## src/rtl/full_adder.sv

```systemverilog
// Registered ripple-carry adder: {cout, sum} = a + b + cin, with signed overflow.
// Results appear one cycle after in_valid; registers hold while in_valid is low.
module full_adder #(
  parameter int unsigned WIDTH = 1
) (
  input  logic             clk,
  input  logic             rst,
  input  logic             in_valid,
  input  logic [WIDTH-1:0] a,
  input  logic [WIDTH-1:0] b,
  input  logic             cin,
  output logic             out_valid,
  output logic [WIDTH-1:0] sum,
  output logic             cout,
  output logic             ovf
);

  logic [WIDTH-1:0] sum_calc;
  logic             carry;
  logic             carry_into_msb;

  logic [WIDTH-1:0] sum_d,  sum_q;
  logic             cout_d, cout_q;
  logic             ovf_d,  ovf_q;
  logic             out_valid_d, out_valid_q;

  // Ripple chain of per-bit full-adder cells; carry_into_msb feeds the overflow flag.
  always_comb begin
    carry          = cin;
    carry_into_msb = cin;
    sum_calc       = '0;
    for (int i = 0; i < int'(WIDTH); i++) begin
      carry_into_msb = carry;
      sum_calc[i]    = a[i] ^ b[i] ^ carry;
      carry          = (a[i] & b[i]) | (carry & (a[i] ^ b[i]));
    end
  end

  // Operands only reach the registers when in_valid is high, so junk on idle inputs is ignored.
  always_comb begin
    sum_d       = sum_q;
    cout_d      = cout_q;
    ovf_d       = ovf_q;
    out_valid_d = in_valid;
    if (in_valid) begin
      sum_d  = sum_calc;
      cout_d = carry;
      ovf_d  = carry ^ carry_into_msb;
    end
  end

  always_ff @(posedge clk) begin
    if (rst) begin
      sum_q       <= '0;
      cout_q      <= 1'b0;
      ovf_q       <= 1'b0;
      out_valid_q <= 1'b0;
    end else begin
      sum_q       <= sum_d;
      cout_q      <= cout_d;
      ovf_q       <= ovf_d;
      out_valid_q <= out_valid_d;
    end
  end

  assign sum       = sum_q;
  assign cout      = cout_q;
  assign ovf       = ovf_q;
  assign out_valid = out_valid_q;

endmodule

```

## config.mk

```make
export PLATFORM = sky130hd
export DESIGN_NAME = full_adder
export DESIGN_NICKNAME = d
export VERILOG_FILES = /design/src/rtl/full_adder.sv
export SDC_FILE = /design/constraint.sdc
export NUM_CORES = 1
export LEC_CHECK = 0
export CELL_PAD_IN_SITES_DETAIL_PLACEMENT = 1
export CELL_PAD_IN_SITES_GLOBAL_PLACEMENT = 1
export CORE_AREA = 2 2 39 41
export DETAILED_ROUTE_END_ITERATION = 16
export DIE_AREA = 0 0 41 43
export DONT_BUFFER_PORTS = 1
export HOLD_SLACK_MARGIN = 0.12
export PLACE_DENSITY = 0.38
export SLEW_MARGIN = 40
export SYNTH_ARGS = -nofsm -noshare
export SYNTH_HDL_FRONTEND = slang
export SYNTH_SLANG_ARGS = --single-unit
```

## constraint.sdc

```tcl
create_clock -name clk -period 1.3 [get_ports clk]
set_input_delay 0.26 -clock clk [delete_from_list [all_inputs] [get_ports clk]]
set_output_delay 0.26 -clock clk [all_outputs]
set_load 0.005 [all_outputs]
```

==> PnR_summary.wiki, run 1 <==
{| class="wikitable"
! Metric !! Value
|-
| Status || finished clean
|-
| Complex-gate fraction of the synthesized area || 7.87%
|-
| Top-area cell type share of the netlist area || 50.4%
|-
| Antenna-violating nets left || 0
|-
| Synthesis-stage register bit count || 4
|-
| Via count of the first global-routing pass || 141
|-
| Post-synthesis xor/xnor area fraction || around 5.5%
|-
| Port Buf Inserts || 0
|-
| Cell at the root of the clock tree || clkbuf_4
|-
| Detailed placement HPWL || 286 um
|-
| Arithmetic-cell share of the synthesized area counting full adders, half adders and majority gates || 12.6%
|-
| Launch point of the critical path || a
|-
| Switching component of the power || 0.0707 mW
|-
| Routed vias || around 120
|-
| Initial antenna violation count || 0
|-
| Syn avg cell area || approximately 12 um^2
|-
| Netlist cell types || 7
|-
| Die ar. || 1760 um^2
|-
| Area of the core || 1380 um^2
|-
| Final sum of negative setup slack || 0 ns
|-
| GR Util All Layers || just under 6%
|-
| Drt first pass iters || 1
|-
| Critical path class || input pin to flip-flop
|-
| Dominant cells by area after synthesis || dfxtp_1 (50%), fa_1 (13%), mux2i_1 (13%)
|-
| Placed inst area || roughly 180 um^2
|-
| Largest fanout on the critical path || 2
|-
| H-Tree Level Count || 1
|-
| Final non-filler cell area || ~220 um^2
|-
| Post-DR wirelength/cell || 11.1 um
|-
| Startpoint of the most critical hold path || in_valid
|-
| Cell row count || 14
|-
| Number of buffer and inverter instances along the worst setup path || 0
|-
| Iteration-0 DRC count of the detailed router || 0
|-
| Mapped Nets || 20
|-
| Yosys top cell by area || dfxtp_1
|-
| Maximum cell stage delay along the critical path || 0.44 ns
|-
| WP data arrival || approximately 1.1 ns
|-
| Clock buffers created by TritonCTS || 3
|-
| Kind of end point of the critical path || flip-flop
|-
| Synthesis Warnings || 0
|-
| Number of standard cells after synthesis || 13
|-
| Worst-Skew Late Latency || 0.23 ns
|-
| Achievable clock frequency || ~1.1 GHz
|-
| Final Total Pwr || ~0.32 mW
|-
| Share of the clock period used by the worst path || a little over two thirds
|-
| Global-route wire length before repair || between 500 and 600 um
|-
| Cells traversed along the worst timing path || fa_1 > xnor2_1 > a211oi_2
|-
| Remaining routing DRC violations || 0
|-
| Met3 WL || 102 um
|-
| Number of placed cells counting well taps || 29
|-
| Minimum hold slack || 0.178 ns
|-
| Final Core Density || 16.0%
|-
| Uppermost signal routing layer after detailed routing || met3
|-
| Starting Density || 11.5%
|-
| Clock tree from TritonCTS || built
|-
| Via-to-Cell Ratio || 3.44
|-
| Required time at the endpoint of the critical path || 1.46 ns
|-
| Class of the tightest hold or removal check || input pin to flip-flop
|-
| Number of pins exceeding their max-slew limit in the final report || 0
|-
| Final weighted congestion in routability-driven placement || 0.492
|-
| Metal-1 WL || 138 um
|-
| Syn Std Cell Area || 159 um^2
|-
| Worst setup SP type || input pin
|-
| Slew of the pin with the lowest slew margin || 0.197 ns
|-
| Vertical extent of the die || 43 um
|-
| Flop pwr share || 43.1%
|-
| Post-route minimum period || 0.913 ns
|-
| Number of cells in the finished layout apart from fillers || 34
|-
| RSZ-0062 raised after global routing || no
|-
| Count of inserted antenna diode cells || 0
|-
| Combinational family with the most area after synthesis || adder cells
|-
| Cell area power density || 1470 nW/um^2
|-
| Fraction of power spent switching nets || a little over a fifth
|-
| VDD IR max || 0.456 mV
|-
| Total met2 wirelength after detailed routing || around 140 um
|-
| Power share of the combinational group || 9.3%
|-
| Internal || roughly 0.25 mW
|-
| Leakage component of the power || 0.0866 nW
|-
| Mux cell area share after synthesis || 12.6%
|-
| Worst slack, placed || 0.138 ns
|-
| Post CTS Setup Buffer Count || 0
|-
| Largest net degree at the start of global routing || 6
|-
| Die W || 41 um
|-
| RR Startpoint || ovf
|-
| Area Growth Syn to Fin || 39.4%
|-
| I/O pin total || 10
|-
| Final setup violation count || 0
|-
| Worst clock skew || 0 ns
|-
| Area fraction in and, or, nand and nor cells after synthesis || between 10% and 20%
|-
| Share of post-route cells with drive strength above 1 || 22.2%
|-
| Net count reported at finish || 27
|-
| Post-detailed-routing wire length || 379 um
|-
| Clock sink count || 4
|-
| Post-synthesis sequential area ratio || about half
|-
| Clock transition at the registers of the reported paths || 0.04 ns
|-
| Fin worst setup slack || 0.387 ns
|-
| Slew HR || around 87%
|-
| Worst-case clock buffer depth || 2
|-
| Cell family with most CP delay || adder cells
|-
| Crit-path slowest cell || fa_1
|-
| Global-route congestion overflow total || 0
|-
| Max_cap viols || 0
|-
| Fin. Hold Viols || 0
|-
| Share of power burned in the clock network || 47.6%
|}
[cell type report]
type	count	area, um^2
Clock buffer	3	22.5
Fill cell	156	1160
Multi-Input combinational cell	9	78.8
Sequential cell	4	80.1
Tap cell	16	20.0
Timing Repair Buffer	2	20.0
[final timing paths]
path	slack [ns]	endpoint	depth (start not counted)
worst max-delay path	0.39	ovf	3
worst min-delay path	0.18	out_valid	1
worst max register to register	0.64	ovf	2
worst min register to register	0.52	cout	2
[cell usage after synthesis]
cell type / instances
a211oi_2: 1
nor2b_1: 1
dfxtp_1: 4
xnor2_1: 1
fa_1: 1
nor2_1: 3
mux2i_1: 2
[per-layer routing]
layer,global-route usage (%),vias up
li1,-,53
met1,5.52,52
met2,5.94,12
met3,9.95,0
met4,2.00,0
met5,0,-
[worst register-to-register path: cells and delay by family (launching register included)]
| family | cells | cell delay [ns] |
|---|---|---|
| simple gates | 1 | 0.07 |
| compound gates | 1 | 0.17 |
| flops | 1 | 0.34 |
[cells in the final DEF, fill, tap and decap left out]
| cell | netlist | routed |
|---|---|---|
| clkbuf_4 | 0 | 3 |
| dfxtp_1 | 4 | 4 |
| nor2b_1 | 1 | 1 |
| dlygate4sd3_1 | 0 | 2 |
| mux2i_1 | 2 | 2 |
| xnor2_1 | 1 | 1 |
| nor2_1 | 3 | 3 |
| a211oi_2 | 1 | 1 |
| fa_1 | 1 | 1 |
[logic make-up (layout without fill, tap and decap cells)]
kind of cell / count (synthesis) / count (layout)
AOI/OAI and AO/OA: 1 / 1
xor gates and xnor gates: 1 / 1
adders and majority gates: 1 / 1
buffers and inverters: 0 / 5
DFF: 4 / 4
muxes: 2 / 2
and+or+nand+nor: 4 / 4
[power groups by stage]
| stage | clock (mW) | sequential [mW] | combinational (mW) |
|---|---|---|---|
| 5_1_grt | 0.173 | 0.142 | 0.0354 |
| 6_report | 0.155 | 0.140 | 0.0301 |
| 2_1_floorplan | 0 | 0.140 | 0.0205 |
| 4_1_cts | 0.162 | 0.140 | 0.0311 |
| 3_3_place_gp | 0 | 0.141 | 0.0225 |
| 3_5_place_dp | 0 | 0.142 | 0.0241 |
[timing repair]
action,CTS,global route
resized for setup,0,0
hold endpoints to repair,4,0
hold buffers,2,0
[registers in the layout (all words and copies together) (netlist names)]
name	flops
sum	1
ovf	1
out_valid	1
cout	1
Power figures use the tool's default switching activity.
==> inputs of run 2 (changes only) <==
==> constraint.sdc (replaced) <==
create_clock -name clk -period 0.9 [get_ports clk]
set_input_delay 0.18 -clock clk [delete_from_list [all_inputs] [get_ports clk]]
set_output_delay 0.18 -clock clk [all_outputs]
set_load 0.005 [all_outputs]
==> run 2 against run 1 <==
Against the previous run: total power up 43%; global-route usage rose by 0.50 points; count of clock-buffer cells in the layout stayed put; routed wire length decreased by 9.5%; register-to-register slack worse by 0.40 ns.
==> PnR_summary.wiki, run 2 (same netlist as run 1, synthesis figures left out) <==
{| class="wikitable"
! Metric !! Value
|-
| Maximum cell stage delay along the critical path || 0.61 ns (was 0.44 ns)
|-
| H-Tree Level Count || 1 (unchanged)
|-
| Kind of end point of the critical path || flip-flop (unchanged)
|-
| Initial antenna violation count || 0 (unchanged)
|-
| Required time at the endpoint of the critical path || 1.06 ns (was 1.46 ns)
|-
| Achievable clock frequency || 1.27 GHz
|-
| R2R Setup Slk || 0.24 ns (was 0.64 ns)
|-
| Post-detailed-routing wire length || 343 um (was 379 um)
|-
| Global-route wire length before repair || 579 um (was 593 um)
|-
| Share of post-route cells with drive strength above 1 || 35.3% (was 22.2%)
|-
| Share of the clock period used by the worst path || 87.5%
|-
| Iteration-0 DRC count of the detailed router || 1 (was 0)
|-
| Final setup violation count || 0 (unchanged)
|-
| Leakage component of the power || 0.0872 nW (was 0.0866 nW)
|-
| Antenna-violating nets left || 0 (unchanged)
|-
| Worst clock skew || 0 ns (unchanged)
|-
| Number of gates given a new drive strength after cts || 0 (unchanged)
|-
| Worst setup SP type || input pin (unchanged)
|-
| Power share of the combinational group || 9.8% (was 9.3%)
|-
| Cell family with most CP delay || buffers and inverters (was adder cells)
|-
| Class of the tightest hold or removal check || input pin to flip-flop (unchanged)
|-
| End point of the most critical hold path || ovf (was out_valid)
|-
| Share of power burned in the clock network || 46.9% (was 47.6%)
|-
| Via-to-Cell Ratio || 3.36 (was 3.44)
|-
| Logic depth of the worst register-to-register path || 2 (unchanged)
|-
| Net count reported at finish || 26 (was 27)
|-
| Max_cap viols || 0 (unchanged)
|-
| Fin worst setup slack || 0.112 ns (was 0.387 ns)
|-
| Count of inserted antenna diode cells || 0 (unchanged)
|-
| Number of buffers inserted by hold repair at cts || 1 (was 2)
|-
| WP data arrival || 0.94 ns (was 1.07 ns)
|-
| Cell at the root of the clock tree || clkbuf_4 (unchanged)
|-
| Area of the core || 1380 um^2 (unchanged)
|-
| Internal || 0.369 mW (was 0.254 mW)
|-
| Via count of the first global-routing pass || 134 (was 141)
|-
| Routed vias || 111 (was 117)
|-
| Fraction of power spent switching nets || 20.7% (was 21.8%)
|-
| Number of buffer and inverter instances along the worst setup path || 1 (was 0)
|-
| Detailed placement HPWL || 270 um (was 286 um)
|-
| Clock sink count || 4 (unchanged)
|-
| Most common cell after layout, fill and taps aside || dfxtp_1 (unchanged)
|-
| Crit. path cell count || 2 (was 3)
|-
| Vertical extent of the die || 43 um (unchanged)
|-
| Starting Density || 11.5% (unchanged)
|-
| Switching component of the power || 0.0964 mW (was 0.0707 mW)
|-
| Fin. Hold Viols || 0 (unchanged)
|-
| I/O pin total || 10 (unchanged)
|-
| Area Growth Syn to Fin || 39.4% (unchanged)
|-
| Cell row count || 14 (unchanged)
|-
| GR Util All Layers || 6.34% (was 5.84%)
|-
| Cell area power density || 2100 nW/um^2 (was 1470 nW/um^2)
|-
| Cells traversed along the worst timing path || dlygate4sd3_1 > a211oi_2 (was fa_1 > xnor2_1 > a211oi_2)
|-
| Flop pwr share || 43.4% (was 43.1%)
|-
| Clock buffers created by TritonCTS || 3 (unchanged)
|-
| Worst-Skew Late Latency || 0.23 ns (about the same)
|-
| Minimum hold slack || 0.0408 ns (was 0.178 ns)
|-
| Crit-path slowest cell || dlygate4sd3_1 (was fa_1)
|-
| Largest net degree at the start of global routing || 6 (unchanged)
|-
| Startpoint of the most critical hold path || in_valid (unchanged)
|-
| Remaining routing DRC violations || 0 (unchanged)
|-
| Placed inst area || 189 um^2 (was 179 um^2)
|-
| Post-route minimum period || 0.788 ns
|-
| Worst slack, placed || -0.0745 ns (was 0.138 ns)
|-
| Number of pins exceeding their max-slew limit in the final report || 0 (unchanged)
|-
| Status || finished clean (unchanged)
|-
| Final non-filler cell area || 221 um^2 (unchanged)
|-
| Die W || 41 um (unchanged)
|-
| Drt first pass iters || 2 (was 1)
|-
| Clock tree from TritonCTS || built (unchanged)
|-
| Post-DR wirelength/cell || 10.4 um (was 11.1 um)
|-
| RR Startpoint || ovf (unchanged)
|-
| RSZ-0062 raised after global routing || no (unchanged)
|-
| Post CTS Setup Buffer Count || 0 (unchanged)
|-
| Worst-case clock buffer depth || 2 (unchanged)
|-
| Port Buf Inserts || 0 (unchanged)
|-
| VDD IR max || 0.630 mV (was 0.456 mV)
|-
| Largest fanout on the critical path || 4 (was 2)
|-
| Most frequent cells in the layout || dfxtp_1 (4), nor2_1 (3), clkbuf_4 (3), mux2i_1 (2) (was dfxtp_1 (4), nor2_1 (3), clkbuf_4 (3), mux2i_1 (2), dlygate4sd3_1 (2))
|-
| R2r endpoint || ovf (unchanged)
|-
| Depth of the worst hold-timing path || 1 (unchanged)
|-
| Global-route congestion overflow total || 0 (unchanged)
|-
| Critical path class || input pin to flip-flop (unchanged)
|-
| Die ar. || 1760 um^2 (unchanged)
|-
| Clock transition at the registers of the reported paths || 0.04 ns (about the same)
|-
| Slew HR || 87.1% (was 86.8%)
|-
| Final weighted congestion in routability-driven placement || 0.539 (was 0.492)
|-
| Slew of the pin with the lowest slew margin || 0.193 ns (was 0.197 ns)
|}
run 2: worst max path at each step:
stage / start / to / slack, ns
2_1_floorplan: cin / ovf / -0.04
3_3_place_gp: cin / ovf / -0.07
3_5_place_dp: cin / ovf / -0.07
4_1_cts: ovf / ovf / 0.13
5_1_grt: rst / ovf / 0.10
6_report: rst / ovf / 0.11
run 2: area by class of cell:
| cell class | instances | area (um^2) |
|---|---|---|
| clock buffers | 3 | 22.5 |
| repair buffers | 1 | 10.0 |
| fillers | 158 | 1160 |
| multi-input cells | 9 | 88.8 |
| well taps | 16 | 20.0 |
| flip-flops and latches | 4 | 80.1 |
run 2: layer usage:
layer  vias up  track usage (%)  wire (um)
li1         52                -          -
met1        48             5.19        141
met2        11             5.31        124
met3         0             11.0         77
met4         0             6.00          0
met5         -                0          0
run 2: power by group through the flow:
stage                     combinational (mW)  clock (mW)  sequential, mW
after floorplan                       0.0354           0           0.202
after global placement                0.0392           0           0.204
after detailed placement              0.0407           0           0.205
after CTS                             0.0466       0.233           0.202
after global routing                  0.0511       0.254           0.203
final                                 0.0454       0.218           0.202
run 2: per-stage QoR:
step / utilization, % / power [mW] / instances / setup TNS [ns]
floorplan: - / 0.237 / 13 / -0.0421
global placement: 13.7 / 0.243 / 29 / -0.0923
detailed placement: 13.7 / 0.245 / 29 / -0.122
CTS: 16.0 / 0.482 / 33 / 0
global route: 16.0 / 0.508 / 33 / 0
finish: 16.0 / 0.465 / 33 / 0
==> inputs of run 3 (changes only) <==
==> constraint.sdc (replaced) <==
create_clock -name clk -period 0.8 [get_ports clk]
set_input_delay 0.16 -clock clk [delete_from_list [all_inputs] [get_ports clk]]
set_output_delay 0.16 -clock clk [all_outputs]
set_load 0.005 [all_outputs]
==> run 3 against run 2 <==
Against the previous run: sequential share of layout area is the same; first-iteration DRC count grew to 3.0 times the previous value; via count grew 5.4%; largest cell class unchanged; die area is the same; critical path depth is the same; sequential cell count is the same; critical path type unchanged; non-clock buffer count is the same; routed wire length shrank 8.2%.
==> PnR_summary.wiki, run 3 (same netlist as run 1, synthesis figures left out) <==
{| class="wikitable"
! Metric !! Value
|-
| Status || finished clean (unchanged)
|-
| Max_cap viols || 0 (unchanged)
|-
| VDD IR max || 0.934 mV (was 0.630 mV)
|-
| Number of placed cells counting well taps || 29 (unchanged)
|-
| Maximum cell stage delay along the critical path || 0.60 ns (was 0.61 ns)
|-
| WP data arrival || 0.91 ns (was 0.94 ns)
|-
| Die ar. || 1760 um^2 (unchanged)
|-
| Global-route wire length before repair || 558 um (was 579 um)
|-
| Die W || 41 um (unchanged)
|-
| Remaining routing DRC violations || 0 (unchanged)
|-
| Via-to-Cell Ratio || 3.55 (was 3.36)
|-
| Cell family with most CP delay || buffers and inverters (unchanged)
|-
| Vertical extent of the die || 43 um (unchanged)
|-
| Slew of the pin with the lowest slew margin || 0.164 ns (was 0.193 ns)
|-
| Worst slack, placed || -0.153 ns (was -0.0745 ns)
|-
| Final setup violation count || 0 (unchanged)
|-
| Filler Cell Count || 162 (was 158)
|-
| Port Buf Inserts || 0 (unchanged)
|-
| Worst-Skew Late Latency || 0.23 ns (about the same)
|-
| Post-DR wirelength/cell || 9.55 um (was 10.4 um)
|-
| Leakage component of the power || 0.0872 nW (unchanged)
|-
| Cell area power density || 2360 nW/um^2 (was 2100 nW/um^2)
|-
| Area Growth Syn to Fin || 39.4% (unchanged)
|-
| Initial antenna violation count || 0 (unchanged)
|-
| Net count reported at finish || 26 (unchanged)
|-
| Most frequent cells in the layout || dfxtp_1 (4), nor2_1 (3), clkbuf_4 (3), mux2i_1 (2) (unchanged)
|-
| Sequential cell area || 80.1 um^2 (unchanged)
|-
| Worst clock skew || 0 ns (unchanged)
|-
| Class of the tightest hold or removal check || input pin to flip-flop (unchanged)
|-
| Worst-case clock buffer depth || 2 (unchanged)
|-
| Largest fanout on the critical path || 4 (unchanged)
|-
| Area of the core || 1380 um^2 (unchanged)
|-
| Number of gates given a new drive strength after cts || 0 (unchanged)
|-
| Kind of end point of the critical path || flip-flop (unchanged)
|-
| Required time at the endpoint of the critical path || 0.96 ns (was 1.06 ns)
|-
| Slew HR || 89.0% (was 87.1%)
|-
| Final weighted congestion in routability-driven placement || 0.537 (was 0.539)
|-
| Starting Density || 11.5% (unchanged)
|-
| Global-route congestion overflow total || 0 (unchanged)
|-
| I/O pin total || 10 (unchanged)
|-
| Number of buffer and inverter instances along the worst setup path || 1 (unchanged)
|-
| Share of the clock period used by the worst path || a little over nine tenths
|-
| Worst setup SP type || input pin (unchanged)
|-
| Clock tree from TritonCTS || built (unchanged)
|-
| Fin worst setup slack || 0.0468 ns (was 0.112 ns)
|-
| Most common cell after layout, fill and taps aside || dfxtp_1 (unchanged)
|-
| Number of buffers inserted by hold repair at cts || 1 (unchanged)
|-
| Antenna-violating nets left || 0 (unchanged)
|-
| Iteration-0 DRC count of the detailed router || 3 (was 1)
|-
| Minimum hold slack || 0.0228 ns (was 0.0408 ns)
|-
| Clock sink count || 4 (unchanged)
|-
| Cell row count || 14 (unchanged)
|-
| H-Tree Level Count || 1 (unchanged)
|-
| Clock buffers created by TritonCTS || 3 (unchanged)
|-
| Post-route minimum period || 0.753 ns
|-
| Crit-path slowest cell || dlygate4sd3_1 (unchanged)
|-
| Critical path class || input pin to flip-flop (unchanged)
|-
| Final Total Pwr || 0.522 mW (was 0.465 mW)
|-
| Clock transition at the registers of the reported paths || 0.04 ns (about the same)
|-
| Number of pins exceeding their max-slew limit in the final report || 0 (unchanged)
|-
| Achievable clock frequency || 1.33 GHz
|-
| Number of cells in the finished layout apart from fillers || 33 (unchanged)
|-
| Post-detailed-routing wire length || 315 um (was 343 um)
|-
| Cells traversed along the worst timing path || dlygate4sd3_1 > a211oi_2 (unchanged)
|-
| Total area of multi-input combinational cells || 88.8 um^2 (unchanged)
|-
| Fin. Hold Viols || 0 (unchanged)
|-
| GR Util All Layers || 5.73% (was 6.34%)
|-
| Share of post-route cells with drive strength above 1 || 35.3% (unchanged)
|-
| Post CTS Setup Buffer Count || 0 (unchanged)
|-
| Routed vias || 117 (was 111)
|-
| RSZ-0062 raised after global routing || no (unchanged)
|-
| Largest net degree at the start of global routing || 6 (unchanged)
|-
| Drt first pass iters || 2 (unchanged)
|-
| Cell at the root of the clock tree || clkbuf_4 (unchanged)
|-
| Count of inserted antenna diode cells || 0 (unchanged)
|-
| Via count of the first global-routing pass || 131 (was 134)
|}
run 3: cell counts in the layout (fill, tap and decap cells not counted):
No cell type changed its count.
run 3: layout make-up:
type                       instances  area share, %
timing repair buffer               1           4.52
clock buffer                       3           10.2
multi-input combinational          9           40.1
sequential                         4           36.2
tap                               16           9.04
run 3: final timing paths:
kind | start | end | slack (ns) | cells past startpoint
worst max register to register | ovf | ovf | 0.13 | 2
worst min-delay path | in_valid | ovf | 0.02 | 1
worst min register to register | cout | cout | 0.52 | 2
worst max-delay path | rst | ovf | 0.05 | 2
run 3: stage by stage:
| step | area, um^2 | util [%] | TNS [ns] |
|---|---|---|---|
| floorplan | 169 | - | -0.244 |
| global placement | 189 | 13.7 | -0.307 |
| detailed placement | 189 | 13.7 | -0.324 |
| CTS | 221 | 16.0 | 0 |
| global route | 221 | 16.0 | 0 |
| finish | 221 | 16.0 | 0 |
run 3: power by group:
group	total, mW	leakage [nW]	switching [mW]	internal (mW)
combinational	0.0501	0.0402	0.0189	0.0312
sequential	0.227	0.0332	0.0104	0.216
clock	0.245	0.0138	0.0777	0.167
total	0.522	0.0872	0.107	0.415
run 3: per-layer routing:
layer | routed length [um] | GRT usage, % | vias up
met2 | 98 | 4.69 | 13
met1 | 132 | 5.83 | 52
li1 | - | - | 52
met3 | 84 | 11.0 | 0
met4 | 0 | 2.00 | 0
met5 | 0 | 0 | -
